[src/rtl/glitch_filter_pkg.sv]
// Shared types and default constants for the glitch filter.
package glitch_filter_pkg;

  typedef enum logic {
    STABLE  = 1'b0,
    QUALIFY = 1'b1
  } state_t;

  localparam int DEF_STABLE_CYCLES = 4;
  localparam int DEF_SYNC_STAGES   = 2;
  localparam int GLITCH_CNT_W      = 8;

endpackage

[src/rtl/glitch_filter_sync_chain.sv]
// Multi-flop synchronizer bringing the asynchronous input into the clk domain.
module sync_chain #(
  parameter int   STAGES    = 2,
  parameter logic RESET_VAL = 1'b0
) (
  input  logic clk,
  input  logic rst_n,
  input  logic d,
  output logic q
);

  logic [STAGES-1:0] r_sync;

  // NOTE: non-blocking, so each stage takes the previous stage's old value.
  always_ff @(posedge clk or negedge rst_n) begin
    if (!rst_n) begin
      r_sync <= {STAGES{RESET_VAL}};
    end else begin
      r_sync <= {r_sync[STAGES-2:0], d};
    end
  end

  assign q = r_sync[STAGES-1];

endmodule

[src/rtl/glitch_filter.sv]
// Debounces an asynchronous level: a change reaches dout only after it has held
// for STABLE_CYCLES synchronized cycles; shorter excursions are counted as glitches.
module glitch_filter
  import glitch_filter_pkg::*;
#(
  parameter int   STABLE_CYCLES = DEF_STABLE_CYCLES,
  parameter int   SYNC_STAGES   = DEF_SYNC_STAGES,
  parameter logic RESET_VAL     = 1'b0
) (
  input  logic                    clk,
  input  logic                    rst_n,
  input  logic                    din,
  input  logic                    enable,
  output logic                    dout,
  output logic                    rise,
  output logic                    fall,
  output logic                    busy,
  output logic [GLITCH_CNT_W-1:0] glitch_cnt
);

  localparam int              CNT_W    = $clog2(STABLE_CYCLES);
  localparam logic [CNT_W-1:0] CNT_LAST = CNT_W'(STABLE_CYCLES - 1);

  logic                    w_s;
  state_t                  r_state, w_state_nxt;
  logic [CNT_W-1:0]        r_cnt, w_cnt_nxt;
  logic                    r_dout, w_dout_nxt;
  logic                    r_rise, w_rise_nxt;
  logic                    r_fall, w_fall_nxt;
  logic [GLITCH_CNT_W-1:0] r_glitch_cnt, w_glitch_cnt_nxt;

  sync_chain #(
    .STAGES   (SYNC_STAGES),
    .RESET_VAL(RESET_VAL)
  ) u_sync (
    .clk  (clk),
    .rst_n(rst_n),
    .d    (din),
    .q    (w_s)
  );

  always_ff @(posedge clk or negedge rst_n) begin
    if (!rst_n) begin
      r_state      <= STABLE;
      r_cnt        <= '0;
      r_dout       <= RESET_VAL;
      r_rise       <= 1'b0;
      r_fall       <= 1'b0;
      r_glitch_cnt <= '0;
    end else begin
      r_state      <= w_state_nxt;
      r_cnt        <= w_cnt_nxt;
      r_dout       <= w_dout_nxt;
      r_rise       <= w_rise_nxt;
      r_fall       <= w_fall_nxt;
      r_glitch_cnt <= w_glitch_cnt_nxt;
    end
  end

  // NOTE: every output gets a default first, so no path can infer a latch.
  always_comb begin
    w_state_nxt      = r_state;
    w_cnt_nxt        = r_cnt;
    w_dout_nxt       = r_dout;
    w_rise_nxt       = 1'b0;
    w_fall_nxt       = 1'b0;
    w_glitch_cnt_nxt = r_glitch_cnt;

    if (!enable) begin
      // Abandoning a candidate because of enable is not a glitch.
      w_state_nxt = STABLE;
      w_cnt_nxt   = '0;
    end else begin
      case (r_state)
        STABLE: begin
          if (w_s != r_dout) begin
            w_state_nxt = QUALIFY;
            w_cnt_nxt   = CNT_W'(1);
          end
        end
        QUALIFY: begin
          if (w_s == r_dout) begin
            w_state_nxt = STABLE;
            w_cnt_nxt   = '0;
            if (r_glitch_cnt != '1) begin
              w_glitch_cnt_nxt = r_glitch_cnt + GLITCH_CNT_W'(1);
            end
          end else if (r_cnt == CNT_LAST) begin
            w_state_nxt = STABLE;
            w_cnt_nxt   = '0;
            w_dout_nxt  = w_s;
            w_rise_nxt  = w_s;
            w_fall_nxt  = ~w_s;
          end else begin
            w_cnt_nxt = r_cnt + CNT_W'(1);
          end
        end
        default: begin
          w_state_nxt = STABLE;
          w_cnt_nxt   = '0;
        end
      endcase
    end
  end

  assign dout       = r_dout;
  assign rise       = r_rise;
  assign fall       = r_fall;
  assign busy       = (r_state == QUALIFY);
  assign glitch_cnt = r_glitch_cnt;

endmodule

[config.mk]
export PLATFORM = sky130hd
export DESIGN_NAME = glitch_filter
export DESIGN_NICKNAME = d
export VERILOG_FILES = /design/src/rtl/glitch_filter_pkg.sv /design/src/rtl/glitch_filter_sync_chain.sv /design/src/rtl/glitch_filter.sv
export SDC_FILE = /design/constraint.sdc
export NUM_CORES = 1
export LEC_CHECK = 0
export CAP_MARGIN = 20
export CELL_PAD_IN_SITES_DETAIL_PLACEMENT = 0
export CELL_PAD_IN_SITES_GLOBAL_PLACEMENT = 1
export CORE_AREA = 2 2 48 50
export CTS_BUF_LIST = sky130_fd_sc_hd__clkbuf_4 sky130_fd_sc_hd__clkbuf_8 sky130_fd_sc_hd__clkbuf_16
export DETAILED_ROUTE_END_ITERATION = 6
export DIE_AREA = 0 0 50 52
export HOLD_SLACK_MARGIN = 0.02
export PLACE_DENSITY_LB_ADDON = 0.15
export SLEW_MARGIN = 5
export SYNTH_ARGS = -nofsm -noshare
export SYNTH_HDL_FRONTEND = slang
export SYNTH_SLANG_ARGS = --single-unit
[constraint.sdc]
create_clock -name clk -period 1.7 [get_ports clk]
set_input_delay 0.255 -clock clk [delete_from_list [all_inputs] [get_ports clk]]
set_output_delay 0.255 -clock clk [all_outputs]
set_load 0.02 [all_outputs]
==> metrics.md <==
| Metric | Value |
|---|---|
| Status | finished, final reports clean |
| CP delay by family, top | buffers and inverters |
| Worst slew pin tran | around 0.34 ns |
| Hold/Removal Path Class | in2async |
| Die height | 52 µm |
| Bufs and invs on worst path | 1 |
| DRC errors left | 0 |
| Final Non-Filler Cells | between 100 and 150 |
| Vias in the first global route | roughly 540 |
| CTS sink cnt | 16 |
| Worst Path Required | about 1.4 ns |
| Pre-CTS setup slack | approximately 0.056 ns |
| Critical Path End Type | output pin |
| # resized after CTS | 0 |
| Antenna violations before repair | 0 |
| CP Max Fanout | 5 |
| # hold bufs at CTS | 0 |
| Remaining Overflow, GRT | 0 |
| Gr usage total | 0.119 |
| Input/output buffers | 15 |
| Skew-Pair Late Insertion Delay | roughly 0.28 ns |
| Syn Area/Cell | 12.2 µm² |
| Post-CTS setup repair buffer count | 0 |
| Vias per cell | roughly 4.9 |
| Initial Util | 0.341 |
| Leak Pwr | approximately 0.42 nW |
| Inserted Diodes | 0 |
| Crit path arrival time | roughly 1.4 ns |
| Area Overhead vs Synth | 32.4% |
| Largest stage delay, worst path | about 0.64 ns |
| Sequential area share after synthesis | 0.557 |
| Setup WS post-layout | between 0.08 and 0.09 ns |
| WL final | 1280 µm |
| Period utilization | 0.949 |
| RSZ-0062 raised after global routing | no |
| Register Area | 400 µm² |
| Placed cells | roughly 110 |
| Clk slew on worst S/H paths | ~0.080 ns |
| Max-Cap Viols | 0 |
| PD cells | 978 mW/mm² |
| Vias | ~520 |
| Mapped Nets | 65 |
| Core Area | about 0.0021 mm² |
| Fin. Hold Viols | 0 |
| Largest net degree at the start of global routing | 17 |
| Pre-antenna DRT Iters | 4 |
| CTS H-tree depth | 1 |
| First-pass GRT wire length | about 2400 µm |
| Commonest cells after routing, fill and taps aside | dfrtp_1 (16), clkdlybuf4s50_1 (14), nand2_1 (9) |
| Crit-path slowest cell | clkdlybuf4s50_1 |
| Drt wl/cell | between 10 and 15 µm |
| CTS max path bufs | 2 |
| Slew Viols, Final | 0 |
| Nets | 88 |
| Layout cell share with drive strength beyond 1 | 0.188 |
| Mapped cell area | between 700 and 800 µm² |
| Final min period | 1.61 ns |
| Die ar. | approximately 0.0026 mm² |
| Worst VDD drop | about 0.64 mV |
| ANT nets after route | 0 |
| Fillers | just over 200 |
| Worst-case reg-to-reg path depth | 3 |
| Synth Register Bits | 16 |
| CP Class | reg2out |
| Synth cell types | 20 |
| Most common cell after layout, fill and taps aside | dfrtp_1 |
| Setup crit start kind | flop |
| Max Clock Freq | slightly above 600 MHz |
| Relative slew slack | 0.774 |
| Cells after Synth | between 50 and 60 |
| CP cell instances | clkdlybuf4s50_1 |
| Total negative setup slack | 0 ns |
| Num CTS Buffers | 3 |
| Multi-input logic area | roughly 320 µm² |
| Warnings, synthesis | 0 |
| DRT iter0 DRCs | 7 |
| DIE WIDTH | about 50 µm |
| Final Setup Violations | 0 |
| Fin Clk Skew | 0.00222 ns |
| CTS tree | done |
| Number of cell rows | 17 |
| Root Buffer | clkbuf_4 |
| GPL Wtd Cong | 0.760 |
| Critical path depth | 1 |
| I/O pin count | 16 |
cell usage after synthesis (all sizes together):
cell type | number | share of area
o21ai | 1 | 0.0070
ha | 2 | 0.035
mux2i | 1 | 0.014
nor4 | 1 | 0.0087
o211a | 1 | 0.014
nand2 | 9 | 0.047
a31oi | 1 | 0.0087
nor2 | 1 | 0.016
nand4 | 4 | 0.035
xnor2 | 2 | 0.024
nand2b | 1 | 0.0087
nand3 | 4 | 0.028
dfrtp | 16 | 0.56
and3 | 3 | 0.028
and4 | 1 | 0.012
nor3b | 3 | 0.031
nor2b | 1 | 0.0087
xor2 | 1 | 0.023
mux2 | 6 | 0.094
final cells by class:
cell class	instances	area share
multi-input combinational	43	0.334
tap	28	0.0368
sequential	16	0.421
clock buffer	3	0.0237
timing repair buffer	18	0.184
stage by stage:
stage	total power, mW	cell area (µm²)	util	hold WS [ns]
2_1_floorplan	0.622	718	-	-0.0406
3_3_place_gp	0.755	926	0.440	0.334
3_5_place_dp	0.753	926	0.440	0.338
4_1_cts	0.952	948	0.450	0.282
5_1_grt	0.995	951	0.452	0.307
6_report	0.930	951	0.452	0.285
logic make-up (layout without fill, tap and decap cells):
group,Yosys count,count (layout),synth area share
and+or+nand+nor,28,28,0.223
buffers and inverters,0,21,0
xor gates and xnor gates,3,3,0.0470
muxes,7,7,0.108
adders and majority gates,2,2,0.0348
AOI/OAI and AO/OA,3,3,0.0296
DFF,16,16,0.557
state kept, by name (all words and copies together), names as in the netlist:
signal         flops
busy               1
dout               1
fall               1
glitch_cnt         8
r_cnt              2
rise               1
u_sync.r_sync      2
worst paths after layout:
check	end	from	slack [ns]
min in group clk	u_sync.r_sync[1]	u_sync.r_sync[0]	0.35
setup / recovery	dout	dout	0.09
hold reg to reg	u_sync.r_sync[1]	u_sync.r_sync[0]	0.35
setup reg to reg	glitch_cnt[6]	dout	0.20
hold / removal	r_cnt[1]	rst_n	0.29
max in group asynchronous	busy	rst_n	1.24
power by group:
part | internal (mW) | switching, mW
Sequential | 0.427 | 0.0618
Clock | 0.0821 | 0.106
Combinational | 0.129 | 0.125
metal layers:
layer,share of wire,vias up,track usage
li1,-,259,-
met1,0.52,251,0.172
met2,0.43,10,0.167
met3,0.030,4,0.0201
met4,0.018,0,0.0694
met5,0,-,0
Power figures use the tool's default switching activity.
